==> config.mk <==
export PLATFORM = sky130hd
export DESIGN_NAME = gray_count_decoder
export DESIGN_NICKNAME = d
export VERILOG_FILES = /design/src/rtl/gray_count_decoder.sv
export SDC_FILE = /design/constraint.sdc
export NUM_CORES = 1
export LEC_CHECK = 0
export ABC_AREA = 0
export CAP_MARGIN = 40
export CORE_MARGIN = 2
export CORE_UTILIZATION = 49
export DETAILED_ROUTE_END_ITERATION = 10
export HOLD_SLACK_MARGIN = 0.03
export MAX_ROUTING_LAYER = met4
export PLACE_DENSITY = 0.81
export SLEW_MARGIN = 40
export SYNTH_ARGS = -nofsm -noshare
export SYNTH_HDL_FRONTEND = slang
export SYNTH_SLANG_ARGS = --single-unit
==> constraint.sdc <==
create_clock -name clk -period 5.1 [get_ports clk]
set_clock_uncertainty 0.15 [all_clocks]
set_input_delay 0.765 -clock clk [delete_from_list [all_inputs] [get_ports clk]]
set_output_delay 0.765 -clock clk [all_outputs]
set_load 0.1 [all_outputs]
==> src/rtl/gray_count_decoder.sv <==
`default_nettype none
// ============================================================================
// Module   : gray_count_decoder
// Brief    : Synchronizes a Gray-coded count, decodes it to binary and reports
//            increment, wrap and illegal multi-bit Gray jumps.
//            Optional macro GRAY_DEC_ERR_CHECK_EN builds the jump_err checker.
// Revision : 1.0 - initial release
// ============================================================================
module gray_count_decoder #(
    parameter int WIDTH       = 4,
    parameter int SYNC_STAGES = 2
) (
    input  logic             clk,
    input  logic             reset,
    input  logic [WIDTH-1:0] gray_in,
    input  logic             clr_err,
    output logic [WIDTH-1:0] gray_sync,
    output logic [WIDTH-1:0] bin_out,
    output logic             bin_valid,
    output logic [WIDTH-1:0] delta,
    output logic             inc,
    output logic             wrap,
    output logic             jump_err
);

    localparam int                c_FILL_W    = $clog2(SYNC_STAGES + 2);
    localparam logic [c_FILL_W-1:0] c_FILL_LAST = c_FILL_W'(SYNC_STAGES);
    localparam logic [c_FILL_W-1:0] c_FILL_DONE = c_FILL_W'(SYNC_STAGES + 1);

    logic [SYNC_STAGES-1:0][WIDTH-1:0] r_sync;
    logic [WIDTH-1:0]                  w_gray;
    logic [WIDTH-1:0]                  w_bin;
    logic [WIDTH-1:0]                  w_delta;
    logic [c_FILL_W-1:0]               r_fill;
    logic                              r_have_prev;
    logic                              r_bin_valid;
    logic [WIDTH-1:0]                  r_bin_out;
    logic [WIDTH-1:0]                  r_delta;
    logic                              r_inc;
    logic                              r_wrap;

    // Plain flop chain: no logic between stages so metastability can settle.
    always_ff @(posedge clk or posedge reset) begin
        if (reset) begin
            r_sync <= '0;
        end else begin
            r_sync[0] <= gray_in;
            for (int i = 1; i < SYNC_STAGES; i++) begin
                r_sync[i] <= r_sync[i-1];
            end
        end
    end

    assign w_gray = r_sync[SYNC_STAGES-1];

    // Each binary bit is the XOR of all Gray bits at and above it.
    generate
        for (genvar i = 0; i < WIDTH; i++) begin : g_decode
            assign w_bin[i] = ^w_gray[WIDTH-1:i];
        end
    endgenerate

    assign w_delta = w_bin - r_bin_out;

    always_ff @(posedge clk or posedge reset) begin
        if (reset) begin
            r_fill      <= '0;
            r_have_prev <= 1'b0;
            r_bin_valid <= 1'b0;
            r_bin_out   <= '0;
            r_delta     <= '0;
            r_inc       <= 1'b0;
            r_wrap      <= 1'b0;
        end else begin
            r_bin_out <= w_bin;
            if (r_fill != c_FILL_DONE) begin
                r_fill <= r_fill + 1'b1;
            end
            // The edge that loads the first real sample also arms the delta path.
            if (r_fill == c_FILL_LAST) begin
                r_bin_valid <= 1'b1;
                r_have_prev <= 1'b1;
            end
            if (r_have_prev) begin
                r_delta <= w_delta;
                r_inc   <= (w_delta == WIDTH'(1));
                r_wrap  <= (&r_bin_out) && (w_bin == '0);
            end else begin
                r_delta <= '0;
                r_inc   <= 1'b0;
                r_wrap  <= 1'b0;
            end
        end
    end

`ifdef GRAY_DEC_ERR_CHECK_EN
    logic [WIDTH-1:0] r_gray_prev;
    logic [WIDTH-1:0] w_diff;
    logic             w_jump;
    logic             r_jump_err;

    // More than one bit set <=> clearing the lowest set bit leaves a nonzero value.
    assign w_diff = w_gray ^ r_gray_prev;
    assign w_jump = r_have_prev && ((w_diff & (w_diff - WIDTH'(1))) != '0);

    always_ff @(posedge clk or posedge reset) begin
        if (reset) begin
            r_gray_prev <= '0;
            r_jump_err  <= 1'b0;
        end else begin
            r_gray_prev <= w_gray;
            if (w_jump) begin
                r_jump_err <= 1'b1;
            end else if (clr_err) begin
                r_jump_err <= 1'b0;
            end
        end
    end

    assign jump_err = r_jump_err;
`else
    logic w_unused_clr_err;

    assign w_unused_clr_err = clr_err;
    assign jump_err         = 1'b0;
`endif

    assign gray_sync = w_gray;
    assign bin_out   = r_bin_out;
    assign bin_valid = r_bin_valid;
    assign delta     = r_delta;
    assign inc       = r_inc;
    assign wrap      = r_wrap;

endmodule
`default_nettype wire

==> results of run 1 <==
[area by class of cell]
cell class / instances / area share (%)
multi-input cells: 32 / 27.5
clock inverters: 1 / 0.498
clock buffers: 3 / 2.24
well taps: 17 / 2.11
inverters: 8 / 2.99
flip-flops and latches: 21 / 52.2
repair buffers: 20 / 12.4
[worst reg2reg max path, stage by stage, from the launching register on]
cell and delay, ns:
dfrtp_1 0.46, inv_1 0.08, ha_1 0.36, xnor2_1 0.21, xnor2_1 0.12, inv_1 0.07, ha_1 0.16, inv_1 0.06
fa_1 0.40, xor2_1 0.16, xnor2_1 0.13, or3b_1 0.37, nor3_2 0.11
[synthesized netlist by cell type]
| library cell | number | area share (%) |
|---|---|---|
| ha_1 | 5 | 7.2 |
| nor3_2 | 2 | 2.3 |
| nor2b_1 | 1 | 0.72 |
| fa_1 | 1 | 2.3 |
| nand4_1 | 1 | 0.72 |
| conb_1 | 1 | 0.43 |
| o31a_1 | 1 | 1.0 |
| dfrtp_1 | 21 | 60 |
| nand2_1 | 2 | 0.86 |
| and2b_2 | 1 | 1.0 |
| xnor2_1 | 6 | 6.0 |
| o21ai_0 | 1 | 0.57 |
| and2_2 | 1 | 0.86 |
| inv_1 | 8 | 3.5 |
| and2_1 | 1 | 0.72 |
| buf_4 | 5 | 4.3 |
| o21a_1 | 3 | 2.6 |
| xor2_1 | 2 | 2.0 |
| or3b_1 | 1 | 1.0 |
| or2_2 | 1 | 0.72 |
| nor4_1 | 1 | 0.72 |
[kinds of logic (layout without fill, tap and decap cells)]
logic type | after synthesis | count (layout)
AOI/OAI and AO/OA | 5 | 5
xor gates and xnor gates | 8 | 8
adders and majority gates | 6 | 6
buffers and inverters | 13 | 32
DFF | 21 | 21
other | 1 | 1
and+or+nand+nor | 12 | 12
[layer usage]
layer | share of wire [%] | track usage [%] | wire [microns] | up-vias
li1 | - | - | - | 240
met2 | 53 | 25.0 | 626 | 19
met4 | 1.3 | 8.57 | 15 | 0
met5 | 0 | - | 0 | -
met3 | 5.0 | 2.35 | 59 | 4
met1 | 40 | 16.8 | 469 | 242
[how the worst min path moves through the flow]
| stage | slack, ns | end | startpoint |
|---|---|---|---|
| 3_5_place_dp | 0.19 | gray_sync[1] | r_sync[1] |
| 5_1_grt | 0.23 | gray_sync[2] | r_sync[2] |
| 3_3_place_gp | 0.18 | gray_sync[3] | r_sync[3] |
| 2_1_floorplan | 0.18 | gray_sync[0] | r_sync[0] |
| 6_report | 0.21 | gray_sync[1] | r_sync[1] |
| 4_1_cts | 0.21 | gray_sync[1] | r_sync[1] |
[sequential cells by signal (all words and copies together), names as in the netlist]
signal     count
bin_out        4
r_sync         4
r_fill         2
wrap           1
bin_valid      1
inc            1
delta          4
gray_sync      4
[where the power goes]
group / internal [mW] / switching (mW)
Sequential: 0.188 / 0.00838
Combinational: 0.0472 / 0.198
Clock: 0.0292 / 0.0468
==> impl_results.md, run 1 <==
* Run status: completed
* TNS Setup at 0 ns
* Post-Syn Area at between 800 and 900 sq um
* Die area at 2130 sq um
* Placed cells at 98
* Crit-path slowest cell: dfrtp_1
* CP startpoint: gray_sync[3]
* Drt pass-1 iters at 4
* Vias per Instance at just under 5
* Cell count after synthesis at 66
* Die Span Y at 46.1 microns
* Worst EP required at 5.18 ns
* WHS Path Cells at 0
* R2r endpoint: inc
* Initial core utilization at 51.5%
* Hold Fails Final Rpt at 0
* FF-to-FF Start: gray_sync[3]
* CP Capture Point: inc
* TritonCTS Buffers at 3
* CP top delay family: adder cells
* Util after Layout at 59.6%
* Layout Area Growth over Synthesis at 15.7%
* First DRT Iteration DRCs at 2
* Clk_lat worst skew at 0.30 ns
* Total grt overflow at 0
* Least-Margin Pin Slew at 0.686 ns
* First-pass GRT wire length at 2070 microns
* Initial antenna violation count at 0
* Adder-Cell Fraction of Synth Area at 9.50%
* Layout Cells excl Fill at 102
* R2r setup slk at 2.18 ns
* CP Launch Type: register
* Yosys warnings at 0
* Reg2reg path depth at 12
* Port Buffers at 20
* Max cap viols at 0
* CP peak stage delay at 0.46 ns
* Final count of pins violating max slew at 0
* Hold slack final at 0.209 ns
* Pwr dens at roughly 500 nW/um^2
* Nets at a little under 100
* Fin worst setup slack at 2.18 ns
* Worst VDD drop at 0.248 mV
* Final min period at 2.92 ns
* Via count at 505
* Post CTS Setup Buffer Count at 0
* Total power at 0.518 mW
* CTS tree: yes
* Reg area at about 530 sq um
* Clk sink count at 21
* Total GRT Usage at 14.9%
* Sequential fraction of the synthesis area at between 60 and 70%
* Largest family of logic cells by synthesized area: simple AND/OR/NAND/NOR gates
* Setup crit end kind: register
* Syn_nets at between 70 and 80
* CP Max Fanout at 5
* Setup violators final at 0
* Synth Area in Simple Gates at under 10%
* Chip width at 46.1 microns
* H-tree Lvls at 1
* Cell count along the critical path at 12
* Diodes inserted at 0
* Lkg Pwr at 0.490 nW
* Critical path arrival at 3.00 ns
* Post-route ant nets at 0
* DRC at 0
* Critical path class: reg -> reg
* Final wirelength at approximately 1200 microns
* Hold crit path type: reg -> reg
* CTS Buffer Depth at 2
* Pre-CTS setup slack at 2.19 ns
* CTS Root Cell: clkbuf_4
* Synth Register Bits at 21
* Most frequent cells in the layout: dfrtp_1 (21), buf_2 (15), inv_1 (7)
* Placement Rows at 15
* Average size of a mapped cell at about 13 sq um
* Fin area at ~1000 sq um
* Largest net degree at the start of global routing at 22
* Post-CTS Resized at 0
* Crit-path cells: inv_1, ha_1, xnor2_1, xnor2_1, inv_1, ha_1, inv_1, fa_1, xor2_1, xnor2_1, or3b_1, nor3_2
* Synth Area in Compound Gates at 4.17%
* Tcrit/Tclk final at a little under three fifths
* Max_slew headroom at 54.0%
* Vias in the first global route at 523
* Fmax at 342 MHz
* Post-synth cell types at 21
* DP Area at 978 sq um
* Clock slew seen by the registers of the worst setup and hold paths at 0.11 ns
* Multi-input gate area at roughly 280 sq um
* Mux cell area share after synthesis at 0%
* Most common cell after layout, fill and taps aside: dfrtp_1
* Dpl hpwl at 942 microns
* WL/cell at 11.5 microns
* Share of layout cells above drive strength 1 at 28.2%
* GPL Wtd Cong at 0.823
* RSZ-0062 raised after global routing: no
* Core area at about 1700 sq um
* Buf+Inv Stages, Crit Path at 3
* Filler Cell Count at about 150
* Post-Synth XOR/XNOR Area at 8.06%
* # hold bufs at CTS at 0
* IO Pins at 23
(Power assumes the default switching activity.)
==> run 2: changes to the inputs <==
--- a/config.mk
+++ b/config.mk
@@ -7,12 +7,13 @@
 export LEC_CHECK = 0
 export ABC_AREA = 0
 export CAP_MARGIN = 40
+export CORE_ASPECT_RATIO = 1.4
 export CORE_MARGIN = 2
-export CORE_UTILIZATION = 49
+export CORE_UTILIZATION = 41
 export DETAILED_ROUTE_END_ITERATION = 10
 export HOLD_SLACK_MARGIN = 0.03
 export MAX_ROUTING_LAYER = met4
-export PLACE_DENSITY = 0.81
+export PLACE_DENSITY = 0.72
 export SLEW_MARGIN = 40
 export SYNTH_ARGS = -nofsm -noshare
 export SYNTH_HDL_FRONTEND = slang
==> constraint.sdc (replaced) <==
create_clock -name clk -period 2.4 [get_ports clk]
set_clock_uncertainty 0.15 [all_clocks]
set_input_delay 0.36 -clock clk [delete_from_list [all_inputs] [get_ports clk]]
set_output_delay 0.36 -clock clk [all_outputs]
set_load 0.1 [all_outputs]
==> run 2 against run 1 <==
The run now ends with negative setup slack left; total power up 130%; sequential cell count unchanged; sequential share of layout area down 6.7 points; routed wire length up 24%; critical path depth unchanged; core utilization down 0.84 points; count of clock-buffer cells in the layout up 1; critical endpoint unchanged; largest cell class unchanged.
==> impl_results.md, run 2 (synthesized netlist as in run 1, its figures left out) <==
* CP Max Fanout at 2 (was 5)
* Tcrit/Tclk final at 110% (was 57.3%)
* DP Area at 1080 sq um (was 978 sq um)
* Vias per Instance at 4.85 (was 4.95)
* CTS tree: yes (unchanged)
* Core area at 1970 sq um (was 1690 sq um)
* Fin worst setup slack at -0.239 ns (was 2.18 ns)
* Max_slew headroom at 65.1% (was 54.0%)
* Setup violators final at 2 (was 0)
* Run status: finished with violations (was completed)
* Sw Ratio at 46.8% (was 48.9%)
* CTS Buffer Depth at 2 (unchanged)
* Max cap viols at 0 (unchanged)
* Util after Layout at 58.7% (was 59.6%)
* WHS Path Cells at 0 (unchanged)
* Combinational share of power at 50.9% (was 47.4%)
* Pwr dens at 1030 nW/um^2 (was 515 nW/um^2)
* Diodes inserted at 0 (unchanged)
* Share of layout cells above drive strength 1 at 45.7% (was 28.2%)
* Worst VDD drop at 0.474 mV (was 0.248 mV)
* Initial core utilization at 44.1% (was 51.5%)
* RSZ-0062 raised after global routing: yes (was no)
* Reg area at 528 sq um (was 526 sq um)
* Hold EP: gray_sync[3] (was gray_sync[1])
* Chip width at 42.9 microns (was 46.1 microns)
* Reg2reg path depth at 12 (unchanged)
* GPL Wtd Cong at 0.739 (was 0.823)
* Die Span Y at 58.5 microns (was 46.1 microns)
* Final min period at 2.64 ns (was 2.92 ns)
* Drt pass-1 iters at 4 (unchanged)
* Via count at 558 (was 505)
* Vias in the first global route at 589 (was 523)
* Placement Rows at 19 (was 15)
* Setup crit end kind: register (unchanged)
* IO Pins at 23 (unchanged)
* Layout Area Growth over Synthesis at 33.2% (was 15.7%)
* WL/cell at 12.6 microns (was 11.5 microns)
* R2r endpoint: inc (unchanged)
* H-tree Lvls at 1 (unchanged)
* Internal power at 0.634 mW (was 0.265 mW)
* Lkg Pwr at 0.559 nW (was 0.490 nW)
* Dpl hpwl at 1130 microns (was 942 microns)
* Most common cell after layout, fill and taps aside: buf_4 (was dfrtp_1)
* Clock power share at 13.6% (was 14.7%)
* Critical path class: reg -> reg (unchanged)
* Seq pwr share at 35.5% (was 38.0%)
* Hold crit path type: reg -> reg (unchanged)
* Hold Fails Final Rpt at 0 (unchanged)
* CP Launch Type: register (unchanged)
* Switch Pwr at 0.557 mW (was 0.253 mW)
* Total grt overflow at 0 (unchanged)
* CTS Root Cell: clkbuf_4 (unchanged)
* Hold path startpoint: r_sync[3] (was r_sync[1])
* First-pass GRT wire length at 2330 microns (was 2070 microns)
* Critical path arrival at 2.71 ns (was 3.00 ns)
* R2r setup slk at -0.24 ns (was 2.18 ns)
* Final wirelength at 1450 microns (was 1170 microns)
* # hold bufs at CTS at 0 (unchanged)
* Clk sink count at 21 (unchanged)
* Clock slew seen by the registers of the worst setup and hold paths at 0.10 ns (was 0.11 ns)
* Fin area at 1160 sq um (was 1010 sq um)
* Port Buffers at 20 (unchanged)
* Filler Cell Count at 180 (was 147)
* Total GRT Usage at 13.4% (was 14.9%)
* Largest net degree at the start of global routing at 16 (was 22)
* Worst EP required at 2.47 ns (was 5.18 ns)
* Final count of pins violating max slew at 0 (unchanged)
* Initial antenna violation count at 0 (unchanged)
* Post-route ant nets at 0 (unchanged)
* Multi-input gate area at 318 sq um (was 277 sq um)
* TritonCTS Buffers at 3 (unchanged)
* Least-Margin Pin Slew at 0.523 ns (was 0.686 ns)
* Fmax at 379 MHz (was 342 MHz)
* Violated checks: negative setup slack
* Clk_lat worst skew at 0.30 ns (about the same)
* Nets at 108 (was 99)
* Most frequent cells in the layout: buf_4 (24), dfrtp_1 (19), inv_1 (5), clkdlybuf4s50_1 (5) (was dfrtp_1 (21), buf_2 (15), inv_1 (7))
* Die area at 2510 sq um (was 2130 sq um)
* DRC at 0 (unchanged)
* First DRT Iteration DRCs at 8 (was 2)
* FF-to-FF Start: gray_sync[3] (unchanged)
run 2: repair_timing:
action                                  in CTS  in global routing
buffers inserted                             0                  3
gates resized for setup                      5                  2
pin swaps                                    0                  0
endpoints found under the setup margin       2                  2
run 2: power by group through the flow:
stage | Clock (mW) | Combinational, mW | Sequential, mW
3_3_place_gp | 0 | 0.567 | 0.428
5_1_grt | 0.183 | 0.630 | 0.427
4_1_cts | 0.169 | 0.583 | 0.423
2_1_floorplan | 0 | 0.154 | 0.730
6_report | 0.162 | 0.607 | 0.423
3_5_place_dp | 0 | 0.576 | 0.430
run 2: layer usage:
metal / global-route usage, % / up-vias / share of wire, %
li1: - / 256 / -
met5: - / - / 0
met4: 9.38 / 0 / 2.6
met2: 24.9 / 26 / 57
met3: 2.45 / 4 / 6.3
met1: 11.6 / 272 / 34
run 2: worst max-delay path, stage by stage, from the launching register on:
cell and delay, ns:
dfrtp_1 0.40, inv_2 0.08, ha_4 0.21, xnor2_2 0.15
xnor2_2 0.16, inv_1 0.06, ha_2 0.19, inv_2 0.04
fa_2 0.35, xor2_1 0.16, xnor2_1 0.14, or3b_1 0.38
nor3_2 0.11
run 2: layout make-up:
cell class                 instances  share of cell area, %
clock buffer                       4                   2.27
inverter                           8                   2.59
multi-input combinational         32                   27.4
sequential                        21                   45.6
tap                               21                   2.27
timing repair buffer              29                   19.9
run 2: through the flow:
| stage | TNS (ns) | total power, mW | setup WS, ns | cells | hold slack [ns] |
|---|---|---|---|---|---|
| final | -0.281 | 1.19 | -0.239 | 115 | 0.210 |
| after global routing | -0.479 | 1.24 | -0.334 | 115 | 0.217 |
| after CTS | -0.215 | 1.18 | -0.215 | 112 | 0.214 |
| after detailed placement | -0.213 | 1.01 | -0.213 | 108 | 0.189 |
| after global placement | -0.145 | 0.995 | -0.145 | 108 | 0.184 |
| after floorplan | -0.199 | 0.884 | -0.199 | 66 | 0.181 |
run 2: worst max path at each step:
| stage | slack (ns) | from | end |
|---|---|---|---|
| after global placement | -0.14 | gray_sync[3] | inc |
| final | -0.24 | gray_sync[3] | inc |
| after floorplan | -0.20 | gray_sync[3] | inc |
| after global routing | -0.33 | gray_sync[3] | inc |
| after detailed placement | -0.21 | gray_sync[2] | inc |
| after CTS | -0.22 | gray_sync[3] | inc |
==> RTL change 1, RTL diff (settings of run 1) <==
Add an input register stage for `gray_in`; this delays it by one clock. The other inputs are not delayed to match.
--- a/src/rtl/gray_count_decoder.sv
+++ b/src/rtl/gray_count_decoder.sv
@@ -27,6 +27,12 @@
     localparam logic [c_FILL_W-1:0] c_FILL_LAST = c_FILL_W'(SYNC_STAGES);
     localparam logic [c_FILL_W-1:0] c_FILL_DONE = c_FILL_W'(SYNC_STAGES + 1);
 
+    logic [WIDTH-1:0] gray_q;
+
+    always_ff @(posedge clk) begin
+        gray_q <= gray_in;
+    end
+
     logic [SYNC_STAGES-1:0][WIDTH-1:0] r_sync;
     logic [WIDTH-1:0]                  w_gray;
     logic [WIDTH-1:0]                  w_bin;
@@ -44,7 +50,7 @@
         if (reset) begin
             r_sync <= '0;
         end else begin
-            r_sync[0] <= gray_in;
+            r_sync[0] <= gray_q;
             for (int i = 1; i < SYNC_STAGES; i++) begin
                 r_sync[i] <= r_sync[i-1];
             end
Function: changed (a bounded check fails within 4 cycles, from zero or initial values and one cycle with reset high).
==> RTL change 1 against run 1 <==
Wire length up 3.3%. Worst setup slack better by 0.060 ns. Sequential cell count up 4. Area after synthesis up 9.2%. Maximum frequency up 2.1%. Power up 8.4%. First-iteration DRC count unchanged. Cell area up 11%. Global-route usage down 0.73 points. Non-clock buffer count up 1. Highest routed layer unchanged.
==> RTL change 1: results (changes against run 1) <==
stage	metric	value	unit	change
run_status	status	finished clean		
pwr	static leakage	0.5276	nW	+7.6%
clocking	CTS clk-pin slew, worst paths	0.13	ns	+0.02 ns
clocking	Max clock buf depth	2		unchanged
cells_and_area	invs w/o clock	8		unchanged
grt	vias in the first global route	506		-3.3%
worst_setup_path	Worst EP arrival	2.95	ns	-0.05 ns
grt	first-pass GRT wire length	2042	um	-1.4%
logic_synthesis	post-synthesis instance total	70		+6.1%
detailed_routing	Vias	534		+5.7%
logic_synthesis	ys async rst share	84.00	%	-16 points
cells_and_area	Layout Nets	104		+5.1%
cells_and_area	layout cells sized above 1	27.78	%	-0.46 points
logic_synthesis	top cells by area, synth	dfrtp_1, dfxtp_1, ha_1		
grt	largest net degree at the start of global routing	22		unchanged
logic_synthesis	synth warn	0		unchanged
cells_and_area	Reg area	605.6	um^2	+15%
place	gpl congestion	0.7923		-3.7%
grt	Tot GR Track Use	14.22	%	-0.73 points
place	Area after DPL	1069	um^2	+9.2%
logic_synthesis	Seq/Total Area, Yosys	63.77	%	+3.3 points
timing	part of the cycle the worst path needs	56.08	%	-1.2 points
detailed_routing	met2 WL	668	um	+6.7%
detailed_routing	final wirelength	1210	um	+3.3%
cells_and_area	# fillers	143		-2.7%
timing	hold_ws	0.1879	ns	-0.02147 ns
worst_setup_path	Reg2Reg Launch Point	gray_sync[3]$_DFF_PP0_		
worst_setup_path	cells on worst reg2reg path	12		unchanged
cells_and_area	Buffers, non-clock	21		+5.0%
cells_and_area	sequential share of cell area	54.38	%	+2.1 points
clocking	clock root buffer	clkbuf_4		
cells_and_area	multi-input logic portion of the cell area	24.83	%	-2.7 points
cells_and_area	seq_cells	25		+19%
pwr	Worst IR Drop VDD	0.2492	mV	+0.66%
timing	final hold viol count	0		unchanged
detailed_routing	met1 WL	465	um	-0.85%
logic_synthesis	synthesized area	949.7	um^2	+9.2%
detailed_routing	Via density	4.643		-6.2%
detailed_routing	DRT iter0 DRCs	2		unchanged
detailed_routing	met3 WL	69	um	+17%
detailed_routing	First-pass DRT Iterations	3		-1
place	IO Port Bufs	20		unchanged
hold_path	Worst Hold End	r_sync[2]$_DFF_PP0_		
cells_and_area	diode count	0		unchanged
hold_path	min-delay src	gray_q[2]$_DFF_P_		
logic_synthesis	syn_nets	83		+5.1%
logic_synthesis	library cells used by synthesis	22		+4.8%
cells_and_area	buffering overhead	12.58	%	+0.15 points
cells_and_area	Clock-cell share	2.697	%	-0.040 points
place	Place WS	2.245	ns	+0.05649 ns
place	Post-Place Cells	110		+12%
place	Detailed Place HPWL	954.3	um	+1.4%
RTL change 1: changes by cell type after synthesis:
cell | run 1 | this run
dfxtp_1 | 0 | 4
RTL change 1: cells by family after synthesis:
group	synth area share (%)
fa+ha+maj	8.696
buf+inv	7.115
flops	63.77
xor+xnor	7.378
simple gates	8.831
other cells	0.3949
compound gates	3.820
RTL change 1: worst max-delay path: stages, from the launching register on:
cell and delay [ns]:
dfrtp_1 0.46, inv_1 0.07, ha_1 0.36, xnor2_1 0.16, xnor2_1 0.16, inv_1 0.07
ha_1 0.16, inv_1 0.06, fa_1 0.40, xor2_1 0.16, xnor2_1 0.13, or3b_1 0.37
nor3_2 0.10
RTL change 1: where the power goes:
part           internal, mW  switching [mW]
sequential            0.221         0.00859
combinational        0.0481           0.198
clock                0.0299          0.0558
RTL change 1: routing by layer:
metal	GRT usage, %	up-vias
li1	-	255
met1	14.53	261
met2	24.53	16
met3	3.396	2
met4	8.108	0
met5	-	-
==> RTL change 2, RTL diff (settings of run 1) <==
Without the edit above. Change the parameter `WIDTH` from 4 to 6.
--- a/src/rtl/gray_count_decoder.sv
+++ b/src/rtl/gray_count_decoder.sv
@@ -7,7 +7,7 @@
 // Revision : 1.0 - initial release
 // ============================================================================
 module gray_count_decoder #(
-    parameter int WIDTH       = 4,
+    parameter int WIDTH       = 6,
     parameter int SYNC_STAGES = 2
 ) (
     input  logic             clk,
Interface: changed (resized bin_out, delta, gray_in and gray_sync); port bits go from 23 to 31. The function was not compared with the original's and may differ.
==> RTL change 2 against run 1 <==
Maximum frequency decreased by 2.2%. Cell area increased by 51%. Combinational power increased by 92%. Sequential power increased by 44%. Sequential cell count increased by 8. Die area increased by 43%. Worst setup slack got worse by 0.067 ns. Power increased by 82%. Wire length increased by 70%. Area after synthesis increased by 47%. Largest cell class unchanged.
==> RTL change 2: results (changes against run 1) <==
stage	metric	value	unit	change
place	Detailed Place HPWL	1584	um	+68%
detailed_routing	met3 WL	141	um	+140%
logic_synthesis	top cells by area, synth	dfrtp_1, ha_1, buf_4		
logic_synthesis	xor/xnor share of the synthesized area	8.219	%	+0.16 points
grt	GRT met2 Usage	29.17	%	+4.2 points
grt	routing usage on met1	14.31	%	-2.5 points
grt	met3 Use GR	6.183	%	+3.8 points
detailed_routing	DRT iter0 DRCs	1		-1
detailed_routing	Via density	5.073		+2.5%
logic_synthesis	Seq/Total Area, Yosys	56.75	%	-3.7 points
detailed_routing	First-pass DRT Iterations	2		-2
cells_and_area	Layout Nets	151		+53%
logic_synthesis	post-synthesis adder-cell area fraction	9.393	%	-0.10 points
worst_setup_path	slowest cell on the critical path	fa_1		
detailed_routing	met2 WL	1089	um	+74%
grt	first-pass GRT wire length	3215	um	+55%
run_status	status	finished clean		
clocking	CTS Buf Count	5		+2
clocking	Clock Latency Late Sink	0.32	ns	+0.02 ns
place	IO Port Bufs	28		+40%
place	gpl congestion	0.8560		+4.0%
clocking	CTS clk-pin slew, worst paths	0.08	ns	-0.03 ns
worst_setup_path	Worst path max stage delay	0.41	ns	-0.05 ns
logic_synthesis	post-synthesis instance total	105		+59%
worst_setup_path	Worst EP arrival	3.07	ns	+0.07 ns
logic_synthesis	commonest cells in the synthesized netlist	dfrtp_1, inv_1, ha_1		
cells_and_area	# fillers	210		+43%
worst_setup_path	Worst Path Max Fanout	4		-1
logic_synthesis	mux share of post-synthesis cell area	0.7828	%	+0.78 points
grt	largest net degree at the start of global routing	30		+36%
pwr	Worst IR Drop VDD	0.4923	mV	+99%
detailed_routing	met1 WL	685	um	+46%
pwr	internal power	482.4	uW	+82%
logic_synthesis	syn_nets	123		+56%
[RTL change 2: cell types whose count changed after synthesis, moves of 2 or more]
cell     before  now
nand2_1       2    4
nor3_2        2    0
inv_1         8   14
a21oi_1       0    2
o21a_1        3    1
ha_1          5    8
nor3_1        0    2
xor2_1        2    6
a21o_1        0    2
buf_4         5    7
dfrtp_1      21   29
and2_1        1    3
[RTL change 2: power groups by stage]
stage / Clock [mW] / Combinational [mW] / Sequential, mW
6_report: 0.191 / 0.470 / 0.283
5_1_grt: 0.207 / 0.493 / 0.289
4_1_cts: 0.197 / 0.472 / 0.284
3_5_place_dp: 0 / 0.471 / 0.289
3_3_place_gp: 0 / 0.493 / 0.288
2_1_floorplan: 0 / 0.157 / 0.531
[RTL change 2: final timing paths]
check | endpoint | start | cells after the start | slack (ns)
setup / recovery | inc$_DFF_PP0_ | gray_sync[5]$_DFF_PP0_ | 11 | 2.11
hold / removal | gray_sync[5]$_DFF_PP0_ | r_sync[5]$_DFF_PP0_ | 0 | 0.21
setup reg to reg | inc$_DFF_PP0_ | gray_sync[5]$_DFF_PP0_ | 11 | 2.11
hold reg to reg | gray_sync[5]$_DFF_PP0_ | r_sync[5]$_DFF_PP0_ | 0 | 0.21
max in group asynchronous | inc$_DFF_PP0_ | reset | 2 | 3.77
min in group asynchronous | r_sync[4]$_DFF_PP0_ | reset | 2 | 0.65
[RTL change 2: worst register-to-register path, cell delays in order (launching register included)]
cell and delay, ns:
dfrtp_1 0.40, inv_1 0.08, ha_1 0.32, xnor2_1 0.31
xor2_1 0.22, ha_1 0.19, inv_1 0.06, fa_1 0.41
a21o_1 0.19, a21oi_1 0.19, xnor2_1 0.12, nor4_2 0.26
[RTL change 2: logic make-up (layout without fill, tap and decap cells)]
family / count (synthesis) / in the layout
flops: 29 / 29
simple gates: 21 / 21
buf+inv: 21 / 50
xor+xnor: 12 / 12
compound gates: 11 / 11
fa+ha+maj: 9 / 9
other cells: 1 / 1
mux: 1 / 1
[RTL change 2: through the flow]
| step | total power, mW | instance area (um^2) | hold WS [ns] |
|---|---|---|---|
| 6_report | 0.9442 | 1524 | 0.2110 |
| 5_1_grt | 0.9884 | 1524 | 0.2206 |
| 4_1_cts | 0.9524 | 1524 | 0.2092 |
| 3_5_place_dp | 0.7590 | 1439 | 0.1896 |
| 3_3_place_gp | 0.7809 | 1544 | 0.1826 |
| 2_1_floorplan | 0.6886 | 1279 | 0.1812 |
[RTL change 2: cell type report]
type	count	area share, %
clock buffer	7	3.612
inverter	14	3.448
clock inverter	1	1.970
multi-input combinational	55	29.39
tap	30	2.463
sequential	29	47.62
timing repair buffer	28	11.49
